==> src/rtl/aes_block_tx.sv <==
// Sends a captured 128-bit AES block to a byte-wide UART, most significant byte first.
// Bytes are paced by the UART's tx_done handshake, with optional idle gaps between bytes.
module aes_block_tx #(
  parameter int NUM_BYTES  = 16,
  parameter int GAP_CYCLES = 2
) (
  input  logic         clk,
  input  logic         rst_n,
  input  logic         start,
  input  logic [127:0] block_in,
  input  logic         tx_done,
  output logic         transmit,
  output logic [7:0]   tx_byte,
  output logic         busy,
  output logic         done
);

  localparam logic [2:0] S_IDLE      = 3'd0;
  localparam logic [2:0] S_SEND      = 3'd1;
  localparam logic [2:0] S_WAIT_DONE = 3'd2;
  localparam logic [2:0] S_GAP       = 3'd3;
  localparam logic [2:0] S_FINISH    = 3'd4;

  localparam int             GW       = $clog2(GAP_CYCLES + 2);
  localparam logic [GW-1:0]  GAP_LAST = GW'((GAP_CYCLES > 0) ? GAP_CYCLES - 1 : 0);
  localparam logic [4:0]     LAST_CNT = 5'(NUM_BYTES);

  logic [2:0]    state_q, state_d;
  logic [127:0]  shadow_q, shadow_d;
  logic [4:0]    cnt_q, cnt_d;
  logic [GW-1:0] gap_q, gap_d;
  logic [7:0]    tx_byte_q, tx_byte_d;
  logic [3:0]    byte_sel;

  always_comb begin
    state_d   = state_q;
    shadow_d  = shadow_q;
    cnt_d     = cnt_q;
    gap_d     = gap_q;
    tx_byte_d = tx_byte_q;
    case (state_q)
      S_IDLE: begin
        if (start) begin
          shadow_d = block_in;
          cnt_d    = 5'd0;
          state_d  = S_SEND;
        end
      end
      S_SEND: state_d = S_WAIT_DONE;
      S_WAIT_DONE: begin
        if (tx_done) begin
          cnt_d = cnt_q + 5'd1;
          if (cnt_d == LAST_CNT) begin
            state_d = S_FINISH;
          end else if (GAP_CYCLES == 0) begin
            state_d = S_SEND;
          end else begin
            state_d = S_GAP;
            gap_d   = '0;
          end
        end
      end
      S_GAP: begin
        if (gap_q == GAP_LAST) begin
          state_d = S_SEND;
        end else begin
          gap_d = gap_q + 1'b1;
        end
      end
      S_FINISH: state_d = S_IDLE;
      default:  state_d = S_IDLE;
    endcase

    // Load the outgoing byte on the edge that enters SEND so it is valid alongside transmit.
    byte_sel = 4'd15 - cnt_d[3:0];
    if (state_d == S_SEND && state_q != S_SEND) begin
      tx_byte_d = shadow_d[{byte_sel, 3'b000} +: 8];
    end
  end

  always_ff @(posedge clk or negedge rst_n) begin
    if (!rst_n) begin
      state_q   <= S_IDLE;
      shadow_q  <= '0;
      cnt_q     <= '0;
      gap_q     <= '0;
      tx_byte_q <= '0;
    end else begin
      state_q   <= state_d;
      shadow_q  <= shadow_d;
      cnt_q     <= cnt_d;
      gap_q     <= gap_d;
      tx_byte_q <= tx_byte_d;
    end
  end

  assign transmit = (state_q == S_SEND);
  assign tx_byte  = tx_byte_q;
  assign busy     = (state_q == S_SEND) || (state_q == S_WAIT_DONE) || (state_q == S_GAP);
  assign done     = (state_q == S_FINISH);

endmodule

==> config.mk <==
export PLATFORM = sky130hd
export DESIGN_NAME = aes_block_tx
export DESIGN_NICKNAME = d
export VERILOG_FILES = /design/src/rtl/aes_block_tx.sv
export SDC_FILE = /design/constraint.sdc
export NUM_CORES = 1
export LEC_CHECK = 0
export CAP_MARGIN = 20
export CORE_ASPECT_RATIO = 0.8
export CORE_MARGIN = 4
export CORE_UTILIZATION = 45
export DETAILED_ROUTE_END_ITERATION = 8
export PLACE_DENSITY = 0.71
export SYNTH_ARGS = -nofsm -noshare
export SYNTH_HDL_FRONTEND = slang
export SYNTH_SLANG_ARGS = --single-unit
==> constraint.sdc <==
create_clock -name clk -period 5.65 [get_ports clk]
set_input_delay 1.13 -clock clk [delete_from_list [all_inputs] [get_ports clk]]
set_output_delay 1.13 -clock clk [all_outputs]
set_load 0.02 [all_outputs]
-- Word-level counts from Yosys, hierarchy flattened
Index checks and enable logic that the tools add are counted.
- shifts and indexed selects: 1
- multipliers: 0
- add/subtract/negate cells: 3
- magnitude comparators: 0
- reductions and logical operators: 8
- equal/unequal tests: 12
- divide/modulo/power cells: 0
- muxes and demuxes: 14
- bitwise gates (word level): 0
- operators with widths (cell ; count):
    $mux W128 ; 2
    $shiftx A128 B8 Y8 ; 1
    $mux W3 ; 4
    $pmux W3 S4 ; 1
    $mux W5 ; 2
    $pmux W5 S2 ; 1
    $ne A2 B2 Y1 const B ; 4
    $eq A3 B1 Y1 const B ; 2
    $eq A3 B2 Y1 const B ; 2
    $mux W2 ; 3
    $add A5 B1 Y5 const B ; 1
    $eq A5 B5 Y1 const B ; 1
    $pmux W2 S2 ; 1
    $reduce_and A4 Y1 ; 1
    $reduce_bool A2 Y1 ; 2
    $sub A4 B4 Y4 const A ; 1
    $eq A3 B3 Y1 const B ; 1
    $logic_not A3 Y1 ; 1
    $ne A3 B1 Y1 const B ; 1
    $reduce_and A3 Y1 ; 1
    $add A2 B1 Y2 const B ; 1
    $eq A2 B1 Y1 const B ; 1
    $logic_or A1 B1 Y1 ; 2
    $logic_and A1 B1 Y1 ; 1
- memories: 0
- word-level logic and storage cells: 44
- latch bits: 0
- ROM bits: 0
- RAM bits: 0
- flip-flop bits (word level): 146

-- Logic depth before layout (Yosys ltp)
Gate-level depths: netlist of run 1.
- depth after elaboration: 7
- gate-level depth with buffers: 9
- depth with buffers taken out: 8

-- Least setup slack after synthesis of run 1
No wires, ideal clock.
- path kind: input -> register
- start: input tx_done
- end: register tx_byte_q[2] (netlist: tx_byte[2])
- path buffers: 0
- data arrival time: 2.735 ns
- cell stages on the path: 7
- slack: 2.776 ns
- setup time: 0.139 ns
- cell sequence: nor4b_2 > o21a_2 > nor2_8 > inv_4 > mux4_2 > a2111oi_0 > nor4_1
- word-level cells in the longest chain between the ends: 4
- ends and longest elaborated chain (item ; RTL line ; source):
    start: declaration ; 11 ; input logic tx_done,
    $mux W5 / $mux W3 (equally long branches) ; 51 ; if (tx_done) begin
    $pmux W5 S2 / $pmux W3 S4 (equally long branches) ; 41 ; case (state_q)
    $sub A4 B4 Y4 / $eq A3 B1 Y1 (equally long branches) ; 75, 76 ;
    $shiftx A128 B8 Y8 / $logic_and A1 B1 Y1 (equally long branches) ; 77, 76 ;
    end signal: assignment ; 93 ; tx_byte_q <= tx_byte_d;
    end: declaration ; 32 ; logic [7:0] tx_byte_q, tx_byte_d;
Parallel ways exist; a longest one is shown, timed or not. The select of a mux whose other input is x is not followed.
A chain may end at the register's enable or synchronous reset.

-- Final worst setup path of run 1
- start: input tx_done
- end: register tx_byte_q[5] (netlist: tx_byte[5])
The elaborated chain is that of the path after synthesis.

==> out/results.txt, run 1 <==
clock latency on the worst-skew pair -> 430 ps
Inserted Clock Buffers -> 17
Critical Path RT -> 5940 ps
Avg Synthesized Cell Area -> 8.49 um2
Clock Pin Slew Worst Setup and Hold Paths -> 60 ps
Final Hold Fails -> 0
initial antenna violation count -> 0
Post-Syn Instances -> 847
drt pass-1 iters -> 5
cell leakage power -> 4.32 nW
# hold bufs at CTS -> 0
switching part of the total power -> 0.399
Synth top cells by count -> nand2_1, dfrtp_1, clkbuf_1, nor2_1, a21oi_1
Power Density -> 546 mW/mm2
VDD IR max -> 0.233 mV
CP startpoint kind -> input pin
fin. max-slew vios -> 0
syn nets -> 981
highest clock rate -> 242 MHz
YS warnings -> 0
fill cell count -> 1422
EDFF count, synth -> 0
Worst Tran Pin Value -> 1020 ps
IO Port Bufs -> 142
nets -> 1092
core area -> 0.0157 mm2
final wirelength -> 20900 um
all-layer global routing usage -> 0.236
post-synthesis sequential area ratio -> 0.508
Final Non-Filler Cells -> 1186
Final min period -> 4130 ps
GPL Wtd Cong -> 0.880
clock share of power -> 0.231
I/O pins -> 143
CTS-repair resized insts -> 0
Placed Cells -> 1154
Post-CTS Setup Inserts -> 0
critical path arrival -> 4420 ps
RSZ-0062 raised after global routing -> false
# setup viols final -> 0
Final ANT Viol Nets -> 0
NetSw -> 2.03 mW
first-pass GRT wire length -> 33300 um
crit end category -> flop
placed instance area -> 0.00870 mm2
Top delay family on crit path -> simple AND/OR/NAND/NOR gates
status -> finished clean
CTS max path bufs -> 2
CP cell instances -> clkdlybuf4s50_1 > nor4bb_1 > o21a_1 > nor2_2 > inv_2 > mux4_2 > a2111oi_0 > nor4_1
total congestion overflow -> 0
post-synth cell types -> 59
period utilization -> 0.731
TNS Setup -> 0 ps
leading register cell type out of synthesis -> dfrtp_1
Combinational Power Share -> 0.391
share of the synthesized area in the top cell type -> 0.508
critical path peak fanout -> 28
Die W -> 149 um
Die Height -> 121 um
relative slew slack -> 0.321
post-DP HPWL -> 14100 um
htree depth -> 4
FFs w/ async S/R, synth -> 1.00
Starting DRT DRC Count -> 825
DR vias -> 6484
die area -> 0.0181 mm2
Root Buffer -> clkbuf_16
flops & latches, synth -> 146
Synth area leaders -> dfrtp_1, nand2_1, a2111oi_0
Crit path largest cell delay -> 800 ps
DRC -> 0
Initial Util -> 0.457
WL/cell -> 17.6 um
worst hold path type -> flop to flop
Syn Std Cell Area -> 0.00719 mm2
Worst Path Class, Setup -> input pin to flop
CP bufs+invs -> 2
multi-input combinational cell area -> 0.00327 mm2
vias in the first global route -> 6217
share of cells above drive strength 1 -> 0.0721
row count -> 41
Antenna Cells -> 0
# clock sinks -> 146
top-count cell post-synth -> nand2_1
CTS tree -> yes
Register Area -> 0.00365 mm2
Final Cell Area -> 0.00932 mm2
Synth area leader -> dfrtp_1
Sequential Power Share -> 0.378
Final Skew -> 5.31 ps
largest net degree at the start of global routing -> 127
Area Overhead vs Synth -> 29.5%
Max Cap Viol -> 0
P_int -> 3.06 mW
CP max-delay cell -> nor2_2
vias per inst -> 5.47
[sequential cells by signal, indices dropped and copies added, names as in the netlist]
| register | flops |
|---|---|
| cnt_q | 5 |
| shadow_q | 128 |
| gap_q | 2 |
| state_q | 3 |
| tx_byte | 8 |
[worst paths after layout]
check	start	to	slack (ps)	depth (start not counted)
setup / recovery	tx_done	tx_byte[5]$_DFFE_PN0P_	1520	8
hold / removal	shadow_q[122]$_DFF_PN0_	shadow_q[122]$_DFF_PN0_	470	2
setup reg to reg	cnt_q[0]$_DFF_PN0_	tx_byte[5]$_DFFE_PN0P_	2060	8
hold reg to reg	shadow_q[122]$_DFF_PN0_	shadow_q[122]$_DFF_PN0_	470	2
max in group asynchronous	rst_n	shadow_q[0]$_DFF_PN0_	3680	2
min in group asynchronous	rst_n	shadow_q[61]$_DFF_PN0_	820	1
[area by class of cell]
type	instances	area share
flip-flops and latches	146	0.392
multi-input cells	639	0.351
repair buffers	149	0.160
clock buffers	18	0.0471
well taps	215	0.0289
clock inverters	14	0.0191
inverters	5	0.00228
[cell families after synthesis]
family / after synthesis / share of synthesized area
compound gates: 128 / 0.134
xor+xnor: 2 / 0.00244
fa+ha+maj: 2 / 0.00348
buf+inv: 62 / 0.0395
flops: 146 / 0.508
mux: 6 / 0.0188
simple gates: 501 / 0.294
[power by group through the flow]
stage	clock network, mW	registers (mW)	logic (mW)
floorplan	0	1.77	1.45
global placement	0	1.92	1.91
detailed placement	0	1.92	1.96
CTS	1.19	1.91	1.97
global route	1.24	1.97	2.22
finish	1.17	1.92	1.99
[cell usage in the layout (no fill, tap or decap), types with 4 or more instances in the layout]
cell type	n
nand2_1	390
dfrtp_1	146
clkdlybuf4s50_1	141
nor2_1	33
a21oi_1	26
nand3_1	22
o21ai_0	20
a211oi_1	18
a2111oi_0	18
clkbuf_16	17
nor4_1	15
nor3_1	7
o311a_1	6
mux4_2	6
buf_4	6
and3_1	5
o221ai_1	5
o22a_1	5
o211ai_1	4
inv_6	4
clkinv_4	4
[metrics by stage]
| stage | utilization | hold slack (ps) | power (mW) | setup slack, ps |
|---|---|---|---|---|
| 2_1_floorplan | - | 437 | 3.22 | 2780 |
| 3_3_place_gp | 0.553 | 450 | 3.83 | 1270 |
| 3_5_place_dp | 0.553 | 456 | 3.88 | 1140 |
| 4_1_cts | 0.592 | 471 | 5.08 | 1600 |
| 5_1_grt | 0.592 | 485 | 5.42 | 1320 |
| 6_report | 0.592 | 472 | 5.09 | 1520 |
[per-layer routing]
| metal | wire length (um) | track usage | share of wire |
|---|---|---|---|
| met4 | 279 | 0.0623 | 0.013 |
| met2 | 9130 | 0.336 | 0.44 |
| met5 | 0 | 0 | 0 |
| met3 | 1760 | 0.0635 | 0.084 |
| met1 | 9750 | 0.358 | 0.47 |
[worst reg2reg max path, cell delays in order, from the launching register on]
cell,delay (ps)
dfrtp_1,480
ha_1,320
nor4bb_1,130
o21a_1,260
nor2_2,800
inv_2,470
mux4_2,410
a2111oi_0,450
nor4_1,130
Note: power is estimated with default switching activity, not from simulation.
==> run 2: changes to the inputs <==
Settings changed: PLACE_DENSITY 0.71 to 0.74.
Clock period 5.65 ns to 3.3 ns, I/O delays scaled along.
==> run 2 against run 1 <==
Effect of this change:
- flip-flop and latch count unchanged
- combinational power rose by 85%
- total power rose by 79%
- clock skew is 0.81 ps higher
- global-route usage is 1.1 points higher
- sequential share of layout area fell by 1.1 points
- wire length grew 3.7%
- register-to-register slack got worse by 1400 ps
- cell count grew 2.2%
- die area unchanged
- hold slack worse by 270 ps
- utilization up 1.7 points
==> out/results.txt, run 2 (same netlist as run 1, synthesis figures left out) <==
WL/cell -> 17.9 um
Worst Tran Pin Value -> 660 ps
# hold bufs at CTS -> 0
drt pass-1 iters -> 5
reg-to-reg endpoint -> tx_byte[7]$_DFFE_PN0P_
status -> finished clean
# setup viols final -> 0
Power Density -> 952 mW/mm2
all-layer global routing usage -> 0.247
most frequent cells in the layout -> nand2_1, dfrtp_1, clkdlybuf4s50_1
CTS max path bufs -> 2
final core occ -> 0.609
final wirelength -> 21700 um
Final min period -> 2880 ps
setup ws final -> 419 ps
highest clock rate -> 347 MHz
Worst Setup SP -> tx_done
Worst Path Class, Setup -> input pin to flop
max reg flops -> 128
DR vias -> 6618
Die Height -> 121 um
clock latency on the worst-skew pair -> 430 ps
GPL Wtd Cong -> 0.869
critical path peak fanout -> 16
nets -> 1118
Min Hold Slack -> 203 ps
commonest non-fill, non-tap cell in the layout -> nand2_1
Root Buffer -> clkbuf_16
Critical Path End -> tx_byte[7]$_DFFE_PN0P_
relative slew slack -> 0.557
core area -> 0.0157 mm2
Final Hold Fails -> 0
# clock sinks -> 146
Critical Path RT -> 3590 ps
Die W -> 149 um
row count -> 41
Setup WS pre-CTS -> -25.6 ps
IO Port Bufs -> 142
CP startpoint kind -> input pin
Area Overhead vs Synth -> 33.2%
cell leakage power -> 4.48 nW
worst hold path type -> input pin to asynchronous set/reset pin
CTS-repair resized insts -> 0
crit end category -> flop
fin. max-slew vios -> 0
Initial Util -> 0.457
Starting DRT DRC Count -> 665
total congestion overflow -> 0
initial antenna violation count -> 0
DRC -> 0
largest net degree at the start of global routing -> 60
htree depth -> 4
period utilization -> 0.873
critical path arrival -> 3170 ps
RSZ-0062 raised after global routing -> false
Reg with most FFs -> shadow_q
VDD IR max -> 0.410 mV
vias in the first global route -> 6491
Clock Pin Slew Worst Setup and Hold Paths -> 60 ps
Worst R2R Path Depth -> 7
Antenna Cells -> 0
first-pass GRT wire length -> 34700 um
post-DP HPWL -> 15300 um
CTS tree -> yes
Inserted Clock Buffers -> 17
reg2reg start -> state_q[0]$_DFF_PN0_
TNS Setup -> 0 ps
Final Skew -> 6.11 ps
reg-to-reg setup timing slack -> 630 ps
share of cells above drive strength 1 -> 0.0963
Final ANT Viol Nets -> 0
die area -> 0.0181 mm2
I/O pins -> 143
Post-CTS Setup Inserts -> 0
vias per inst -> 5.46
Max Cap Viol -> 0
==> run 2: per-layer routing <==
metal	vias to the layer above	GRT usage	routed length (um)
met1	3152	0.358	9780
met4	0	0.0663	195
met5	-	0	0
li1	3147	-	-
met2	299	0.366	9680
met3	20	0.0691	2040
==> run 2: metrics by stage <==
step,instances,total power [mW],area [um2]
floorplan,847,5.51,7190
detailed placement,1180,6.88,8920
global route,1212,9.70,9590
global placement,1180,6.80,8920
finish,1212,9.13,9590
CTS,1212,9.10,9590
==> run 2: where the power goes <==
group | internal, mW | switching [mW]
clock | 1.37 | 0.792
combinational | 1.57 | 2.12
sequential | 2.62 | 0.654
==> run 2: worst min path at each step <==
stage | end | depth (start not counted) | startpoint | slack [ps]
2_1_floorplan | cnt_q[0]$_DFF_PN0_ | 0 | rst_n | 360
3_5_place_dp | shadow_q[124]$_DFF_PN0_ | 2 | shadow_q[124]$_DFF_PN0_ | 460
5_1_grt | shadow_q[102]$_DFF_PN0_ | 1 | rst_n | 240
3_3_place_gp | shadow_q[122]$_DFF_PN0_ | 2 | shadow_q[122]$_DFF_PN0_ | 450
6_report | shadow_q[101]$_DFF_PN0_ | 1 | rst_n | 200
4_1_cts | shadow_q[102]$_DFF_PN0_ | 1 | rst_n | 220
==> run 2: final cells by class <==
class                   instances  area, um2
fillers                      1378       6160
flip-flops and latches        146       3650
multi-input cells             639       3270
repair buffers                175       1710
clock buffers                  18        439
well taps                     215        269
clock inverters                14        224
inverters                       5       21.3
==> run 2: critical path: stages <==
cell,delay [ps]
clkdlybuf4s50_1,580
nor4b_2,310
o21a_2,260
nor2_8,60
inv_4,200
mux4_2,540
a2111oi_0,440
nor4_1,120
